[config.mk]
export PLATFORM = sky130hd
export DESIGN_NAME = alu_ctrl_fsm
export DESIGN_NICKNAME = d
export VERILOG_FILES = /design/src/rtl/alu_pkg.sv /design/src/rtl/alu_op_decode.sv /design/src/rtl/alu_ctrl_fsm.sv
export SDC_FILE = /design/constraint.sdc
export NUM_CORES = 1
export LEC_CHECK = 0
export CAP_MARGIN = 20
export CORE_UTILIZATION = 41
export CTS_BUF_LIST = sky130_fd_sc_hd__clkbuf_4 sky130_fd_sc_hd__clkbuf_8
export DETAILED_ROUTE_END_ITERATION = 10
export MAX_ROUTING_LAYER = met4
export PLACE_DENSITY = 0.77
export SLEW_MARGIN = 20
export SYNTH_ARGS = -nofsm -noshare
export SYNTH_HDL_FRONTEND = slang
export SYNTH_SLANG_ARGS = --single-unit
[constraint.sdc]
create_clock -name clk -period 1.7 [get_ports clk]
set_clock_uncertainty 0.05 [all_clocks]
set_input_delay 0.51 -clock clk [delete_from_list [all_inputs] [get_ports clk]]
set_output_delay 0.51 -clock clk [all_outputs]
set_load 0.005 [all_outputs]
[src/rtl/alu_pkg.sv]
// Shared definitions for the ALU control sequencer: aluop encodings, CLFZN
// flag positions, PSR update masks and the sequencer state type.
package alu_pkg;

    localparam logic [7:0] ALU_AND = 8'h01;
    localparam logic [7:0] ALU_XOR = 8'h03;
    localparam logic [7:0] ALU_ADD = 8'h05;
    localparam logic [7:0] ALU_SUB = 8'h09;
    localparam logic [7:0] ALU_CMP = 8'h0B;
    localparam logic [7:0] ALU_MOV = 8'h0D;

    localparam int FLG_C = 4;
    localparam int FLG_L = 3;
    localparam int FLG_F = 2;
    localparam int FLG_Z = 1;
    localparam int FLG_N = 0;

    function automatic logic [4:0] flag_bit(input int idx);
        return 5'b00001 << idx;
    endfunction

    localparam logic [4:0] MASK_NONE  = 5'b00000;
    localparam logic [4:0] MASK_ARITH = flag_bit(FLG_C) | flag_bit(FLG_F);
    localparam logic [4:0] MASK_CMP   = flag_bit(FLG_L) | flag_bit(FLG_Z) | flag_bit(FLG_N);

    typedef enum logic [1:0] {
        ST_IDLE   = 2'd0,
        ST_DECODE = 2'd1,
        ST_EXEC   = 2'd2,
        ST_WB     = 2'd3
    } state_t;

endpackage

[src/rtl/alu_op_decode.sv]
// Combinational instruction classifier: legality, register-file write-back
// and which PSR flags the ALU result is allowed to update.
module alu_op_decode
    import alu_pkg::*;
(
    input  logic [7:0] i_aluop,
    output logic       o_legal,
    output logic       o_writes_rf,
    output logic [4:0] o_flag_mask
);

    always_comb begin
        // NOTE: every output gets a default before the case so no path can infer a latch.
        o_legal     = 1'b0;
        o_writes_rf = 1'b0;
        o_flag_mask = MASK_NONE;
        case (i_aluop)
            ALU_ADD, ALU_SUB: begin
                o_legal     = 1'b1;
                o_writes_rf = 1'b1;
                o_flag_mask = MASK_ARITH;
            end
            ALU_CMP: begin
                o_legal     = 1'b1;
                o_flag_mask = MASK_CMP;
            end
            ALU_AND, ALU_XOR, ALU_MOV: begin
                o_legal     = 1'b1;
                o_writes_rf = 1'b1;
            end
            default: ;
        endcase
    end

endmodule

[src/rtl/alu_ctrl_fsm.sv]
// Four-state sequencer (IDLE/DECODE/EXEC/WB) feeding a combinational 16-bit
// ALU and register file, and capturing the ALU flags into the PSR.
module alu_ctrl_fsm
    import alu_pkg::*;
#(
    parameter int RADDR_W = 4
) (
    input  logic               clk,
    input  logic               rst_n,
    input  logic               instr_valid,
    output logic               instr_ready,
    input  logic [15:0]        instr,
    output logic [RADDR_W-1:0] ra_addr,
    output logic [RADDR_W-1:0] rb_addr,
    output logic [7:0]         aluop,
    output logic [3:0]         imm_lo,
    output logic               cin,
    input  logic [4:0]         alu_flags,
    output logic               rf_we,
    output logic [RADDR_W-1:0] rf_waddr,
    output logic [4:0]         psr,
    output logic               done,
    output logic               illegal
);

    state_t               r_state;
    state_t               w_next_state;
    logic [15:0]          r_instr;
    logic [7:0]           r_aluop;
    logic [RADDR_W-1:0]   r_ra_addr;
    logic [RADDR_W-1:0]   r_rb_addr;
    logic [3:0]           r_imm_lo;
    logic [4:0]           r_psr;

    logic [7:0]           w_instr_op;
    logic                 w_legal;
    logic                 w_writes_rf;
    logic [4:0]           w_flag_mask;

    assign w_instr_op = {r_instr[15:12], r_instr[7:4]};

    alu_op_decode u_decode (
        .i_aluop     (w_instr_op),
        .o_legal     (w_legal),
        .o_writes_rf (w_writes_rf),
        .o_flag_mask (w_flag_mask)
    );

    always_ff @(posedge clk or negedge rst_n) begin
        // NOTE: sequential state uses non-blocking assignments so every register samples pre-edge values.
        if (!rst_n) r_state <= ST_IDLE;
        else        r_state <= w_next_state;
    end

    always_comb begin
        w_next_state = r_state;
        instr_ready  = 1'b0;
        done         = 1'b0;
        illegal      = 1'b0;
        rf_we        = 1'b0;
        case (r_state)
            ST_IDLE: begin
                instr_ready = 1'b1;
                if (instr_valid) w_next_state = ST_DECODE;
            end
            ST_DECODE: begin
                illegal      = ~w_legal;
                w_next_state = w_legal ? ST_EXEC : ST_IDLE;
            end
            ST_EXEC: begin
                w_next_state = ST_WB;
            end
            ST_WB: begin
                done         = 1'b1;
                rf_we        = w_writes_rf;
                w_next_state = ST_IDLE;
            end
            default: w_next_state = ST_IDLE;
        endcase
    end

    // ALU-facing fields load only for legal ops, so an illegal instruction
    // leaves the datapath controls exactly as the last legal op left them.
    always_ff @(posedge clk or negedge rst_n) begin
        if (!rst_n) begin
            r_instr   <= '0;
            r_aluop   <= '0;
            r_ra_addr <= '0;
            r_rb_addr <= '0;
            r_imm_lo  <= '0;
            r_psr     <= '0;
        end else begin
            if (r_state == ST_IDLE && instr_valid) begin
                r_instr <= instr;
            end
            if (r_state == ST_DECODE && w_legal) begin
                r_aluop   <= w_instr_op;
                r_ra_addr <= RADDR_W'(r_instr[11:8]);
                r_rb_addr <= RADDR_W'(r_instr[3:0]);
                r_imm_lo  <= r_instr[3:0];
            end
            if (r_state == ST_EXEC) begin
                r_psr <= (r_psr & ~w_flag_mask) | (alu_flags & w_flag_mask);
            end
        end
    end

    assign aluop    = r_aluop;
    assign ra_addr  = r_ra_addr;
    assign rb_addr  = r_rb_addr;
    assign imm_lo   = r_imm_lo;
    assign rf_waddr = r_ra_addr;
    assign psr      = r_psr;
    assign cin      = 1'b0;

endmodule

## After elaboration in Yosys (flattened, before gate mapping)

Cells that the tools add are included.
W data, S select, Z words.

- Eq/ne operators: 10
- Muxes and demuxes: 10
- Bitwise gates (word level): 5
- Reduce and logical (&&, ||, !) cells: 6

Operators with widths:

| operator | number |
|---|---|
| $eq A8 B4 Y1 const B | 3 |
| $and A5 B5 Y5 | 2 |
| $pmux W5 S2 | 1 |
| $eq A8 B1 Y1 const B | 1 |
| $eq A8 B2 Y1 const B | 1 |
| $eq A8 B3 Y1 const B | 1 |
| $pmux W2 S4 | 1 |
| $mux W1 | 6 |
| $reduce_or A6 Y1 | 1 |
| $not A5 Y5 | 1 |
| $or A5 B5 Y5 | 1 |
| $reduce_or A5 Y1 | 1 |
| $eq A2 B2 Y1 const B | 2 |
| $mux W2 | 2 |
| $eq A2 B1 Y1 const B | 1 |
| $logic_and A1 B1 Y1 | 2 |
| $logic_not A2 Y1 | 1 |
| $ne A2 B2 Y1 const B | 1 |
| $reduce_or A2 Y1 | 1 |
| $not A1 Y1 | 1 |

- Register bits: 39
- Input port bits: 24
- Word-level logic and storage cells: 37

## Depth between registers and ports, before layout

- Depth in word-level cells: 6
- Mapped depth: 5

## By module

A second synthesis with hierarchy kept.

- Cells, all modules: 116
- Area total of the unflattened synthesis: 1,695.4 sq um

By module, submodules not included:

| module | instances | cells each | area an instance (sq um) | sequential area each (sq um) |
|---|---|---|---|---|
| alu_ctrl_fsm | 1 | 105 | 1,614.0 | 975.9 |
| alu_op_decode | 1 | 11 | 81.3 | 0.0 |

## Worst setup path after synthesis

OpenSTA, ideal clock, no wires.

- Kind: register -> register
- From: register r_instr[13]
- To: register with a tool-made name
- Library setup time: 125 ps
- Arrival: 1,612 ps
- Slack: -87 ps
- Cell stages (with the launch flop): 5
- Buffers on the path: 0
- Path through: dfrtp_1 nor4_2 nand2_2 or4_4 mux2_4

RTL lines:

| item | RTL line | RTL |
|---|---|---|
| from (decl) | alu_ctrl_fsm.sv:28 | `logic [15:0] r_instr;` |
| from (signal assigned) | alu_ctrl_fsm.sv:94 | `r_instr <= instr;` |

## Final worst setup path

- From: register r_instr[14]
- To: output illegal

- Longest elaborated chain between the ends: 5
- Elaborated cells on any way between the ends: 10
- Those cells by class: eq/ne: 6; mux: 2; bitwise: 1; reduce/logical: 1

Ends and longest elaborated chain:

| item | RTL line | RTL |
|---|---|---|
| $eq A8 B1 Y1 (tied with other cells) | alu_op_decode.sv:17 | `case (i_aluop)` |
| $reduce_or A6 Y1 (no source line) * | n/a |  |
| $mux W1 * | alu_op_decode.sv:17 |  |
| $not A1 Y1 * | alu_ctrl_fsm.sv:67 | `illegal = ~w_legal;` |
| $mux W1 * | alu_ctrl_fsm.sv:61 | `case (r_state)` |
| to (decl) | alu_ctrl_fsm.sv:23 | `output logic illegal` |

Mark *: on every way between the ends. The rest lies on a longest branch, timed or not.

==> impl_table.tex <==
\begin{tabular}{lr}
\hline
Metric & Value \\
\hline
\multicolumn{2}{l}{\textbf{Detailed routing}} \\
\quad Detail-routed via count per cell & 4.80 \\
\quad DRC violation count after routing & 0 \\
\quad DR WL/cell & 15.1 um \\
\quad Routed WL & 3640 um \\
\quad Number of antenna-violating nets in the routed design & 0 \\
\quad First-pass iteration count of the detailed router & 4 \\
\quad 1st-iter DRT viols & 23 \\
\quad Total number of vias & 1156 \\
\multicolumn{2}{l}{\textbf{Status}} \\
\quad Violated checks & setup timing \\
\quad Run status & complete, but fails checks \\
\multicolumn{2}{l}{\textbf{Setup path}} \\
\quad Data required time at the worst endpoint & 1140 ps \\
\quad Buf/Inv on CP & 2 \\
\quad Cell with the largest stage delay on the worst path & dfrtp\_1 \\
\quad Arrival time worst endpoint & 1440 ps \\
\quad Ordered cell list for the critical path & nor4\_4 -> nand2\_2 -> buf\_6 -> a21oi\_2 -> nor2\_1 -> buf\_2 \\
\quad Slowest stage delay, CP & 410 ps \\
\quad Worst Path Max Fanout & 3 \\
\quad Crit path capture type & output pin \\
\quad Kind of critical path & reg2out \\
\quad Startpoint type of the worst setup path & flip-flop \\
\quad CP delay by family, top & simple AND/OR/NAND/NOR gates \\
\multicolumn{2}{l}{\textbf{Logic synthesis}} \\
\quad Syn. warnings & 0 \\
\quad Yosys top cell area share & 0.611 \\
\quad Post-synthesis cell area & 1600 sq um \\
\quad Synth Area per Inst & 14.3 sq um \\
\quad Combinational family with the most area after synthesis & multiplexers \\
\quad Yosys cell types & 21 \\
\quad Share of the synthesized netlist area taken by xor and xnor gates & 0.00549 \\
\quad Mux share of post-synthesis cell area & 0.216 \\
\quad Synthesized-area fraction occupied by ao, oa, aoi and oai cells & 0.0243 \\
\quad Sequential share of the synthesized area & 0.611 \\
\quad Syn\_nets & 136 \\
\quad Top cells by area in the synthesized netlist & dfrtp\_1 61\%, mux2\_2 17\%, buf\_4 4.2\% \\
\quad Largest area contributor in the netlist & dfrtp\_1 \\
\quad Flops \& latches, synth & 39 \\
\quad Share of synthesized cell area in and, or, nand and nor gates & 0.0870 \\
\quad Post-synthesis adder-cell area fraction & 0 \\
\quad Cell count after synthesis & 112 \\
\multicolumn{2}{l}{\textbf{Pwr}} \\
\quad Part of the power in registers & 0.433 \\
\quad Pwr dens & 1180 nW/um\^{}2 \\
\quad Static Leakage & 1.36 nW \\
\quad Cell internal pwr & 2.22 mW \\
\quad Clock share of power & 0.229 \\
\quad Sw Share & 0.259 \\
\quad Net switching power & 777 uW \\
\quad Combinational share of power & 0.338 \\
\quad Highest ir drop seen on vdd & 0.000783 V \\
\multicolumn{2}{l}{\textbf{Placement}} \\
\quad Number of buffer cells added on primary ports & 56 \\
\quad Placed cell areas & 2250 sq um \\
\quad Routability Congestion & 0.821 \\
\quad Placed wire-length estimate & 2320 um \\
\multicolumn{2}{l}{\textbf{Global route}} \\
\quad Largest net degree at the start of global routing & 40 \\
\quad Via count of the first global-routing pass & 1263 \\
\quad Total gr overflow & 0 \\
\quad Overall Global Routing Usage & 0.203 \\
\quad First-pass GRT wire length & 6020 um \\
\quad Antenna violations before repair & 0 \\
\multicolumn{2}{l}{\textbf{Clocking}} \\
\quad Later-pin clock latency in the skew report & 280 ps \\
\quad CTS Buffer Depth & 2 \\
\quad Clk sink count & 39 \\
\quad Post-CTS Hold Fix Bufs & 0 \\
\quad Clock edge transition at the registers on the reported setup and hold paths & 70 ps \\
\quad Number of CTS-inserted buffers & 5 \\
\quad Deepest level of the CTS H-tree & 2 \\
\quad Clock tree from TritonCTS & yes \\
\quad Root buffer cell & clkbuf\_8 \\
\multicolumn{2}{l}{\textbf{STA}} \\
\quad Unrepaired setup endpoints after global routing & true \\
\quad Count of final max-slew check failures & 0 \\
\quad Number of setup violations in the final report & 19 \\
\quad Final worst-path cycle share & 1.18 \\
\quad Hold Vio Cnt, Final & 0 \\
\quad Shortest period the worst path allows & 2000 ps \\
\quad Least setup slack across all paths after layout & -303 ps \\
\quad Hold Slack & 130 ps \\
\quad Fmax & 0.499 GHz \\
\multicolumn{2}{l}{\textbf{Die}} \\
\quad Width of the chip & 64.4 um \\
\quad Initial core utilization & 0.433 \\
\quad Area of the die & 4150 sq um \\
\quad Ports & 58 \\
\quad Standard-cell row count & 22 \\
\quad Chip Height & 64.4 um \\
\quad Total core area & 3690 sq um \\
\multicolumn{2}{l}{\textbf{Flow run}} \\
\quad Max-capacitance violation count & 0 \\
\multicolumn{2}{l}{\textbf{Layout}} \\
\quad Net count reported at finish & 216 \\
\quad Number of antenna diodes & 0 \\
\quad Synthesis-to-layout area growth & 59.1\% \\
\quad Final core utilization & 0.689 \\
\quad Post-layout instance area & 2540 sq um \\
\quad Share of layout cells above drive strength 1 & 0.440 \\
\multicolumn{2}{l}{\textbf{Min path}} \\
\quad Hold/Removal Path Class & in2async \\
\hline
\end{tabular}
## final timing paths
path                                          from                         end  slack (ps)  cells after the start
min reg2reg                   aluop[0]$_DFFE_PN0P_        aluop[0]$_DFFE_PN0P_         420                      1
max in group asynchronous                    rst_n      r_state[0]$_DFFE_PN0P_        1270                      2
min                                          rst_n  asynchronous set/reset pin         130                      2
max                        r_instr[14]$_DFFE_PN0P_                     illegal        -300                      6
max reg2reg                r_instr[14]$_DFFE_PN0P_                   flip-flop        -280                      6
min in group clk              aluop[0]$_DFFE_PN0P_        aluop[0]$_DFFE_PN0P_         420                      1
## per-stage QoR
step                      cells  setup TNS, ps  power (mW)  setup WS (ps)
final                       241          -3120        3.00           -303
after CTS                   237          -3920        3.00           -333
after detailed placement    215          -5130        2.27           -312
after global routing        241          -5160        3.18           -420
after floorplan             112              0        1.73          0.176
after global placement      215          -3960        2.23           -253
## placed cells by master (no fill, tap or decap), drive strengths merged
cell,instances
buf,33
clkbuf,9
nand2b,3
nor3,2
o21ba,2
and2,6
xnor2,1
dlymetal6s2s,9
nand2,4
dfrtp,39
a21oi,1
dlygate4sd2,20
clkdlybuf4s50,22
nor4,2
a211o,2
nor2,5
o21ai,1
conb,1
or4,1
mux2,30
## power by group through the flow
stage | Combinational [mW] | Sequential, mW | Clock, mW
finish | 1.01 | 1.30 | 0.686
global route | 1.10 | 1.34 | 0.750
CTS | 1.01 | 1.29 | 0.695
detailed placement | 0.942 | 1.33 | 0
global placement | 0.926 | 1.30 | 0
floorplan | 0.413 | 1.31 | 0
## cell families (layout without fill, tap and decap cells)
kind of cell	count (synthesis)	after routing
multiplexers	30	30
other	1	1
buffers and inverters	13	93
AO/OA/AOI/OAI	5	6
flip-flops	39	39
XOR/XNOR	1	1
AND/OR/NAND/NOR	23	23
## cell usage after synthesis
cell type,number
nand2_1,3
nand2_2,1
a21oi_1,1
or4_4,1
nand2b_1,3
o21ai_0,1
xnor2_1,1
o21ba_2,2
nor3_1,2
mux2_1,4
clkbuf_1,2
nor4_2,2
mux2_4,2
a211o_1,1
buf_4,9
buf_2,2
dfrtp_1,39
and2_1,6
conb_1,1
nor2_1,5
mux2_2,24
## final cells by class
cell class | count | area (sq um)
clock buffer | 8 | 104
fill | 273 | 1150
timing repair buffer | 85 | 786
multi-input combinational | 61 | 614
tap | 48 | 60.1
sequential | 39 | 976
## per-layer routing
metal,vias up,GRT usage,part of all wire
met5,-,-,0
met2,39,0.342,0.52
met1,577,0.229,0.41
met4,0,0.0917,0.028
met3,8,0.0429,0.043
li1,532,-,-
## repair_timing
| item | 4_1_cts | 5_1_grt |
|---|---|---|
| gates cloned | 1 | 0 |
| buffers inserted | 13 | 4 |
| pin swaps | 4 | 4 |
| resized for setup | 40 | 17 |
| hold endpoints to repair | 0 | 0 |
| endpoints found under the setup margin | 46 | 33 |
No activity file was read; power rests on OpenSTA's default activity.
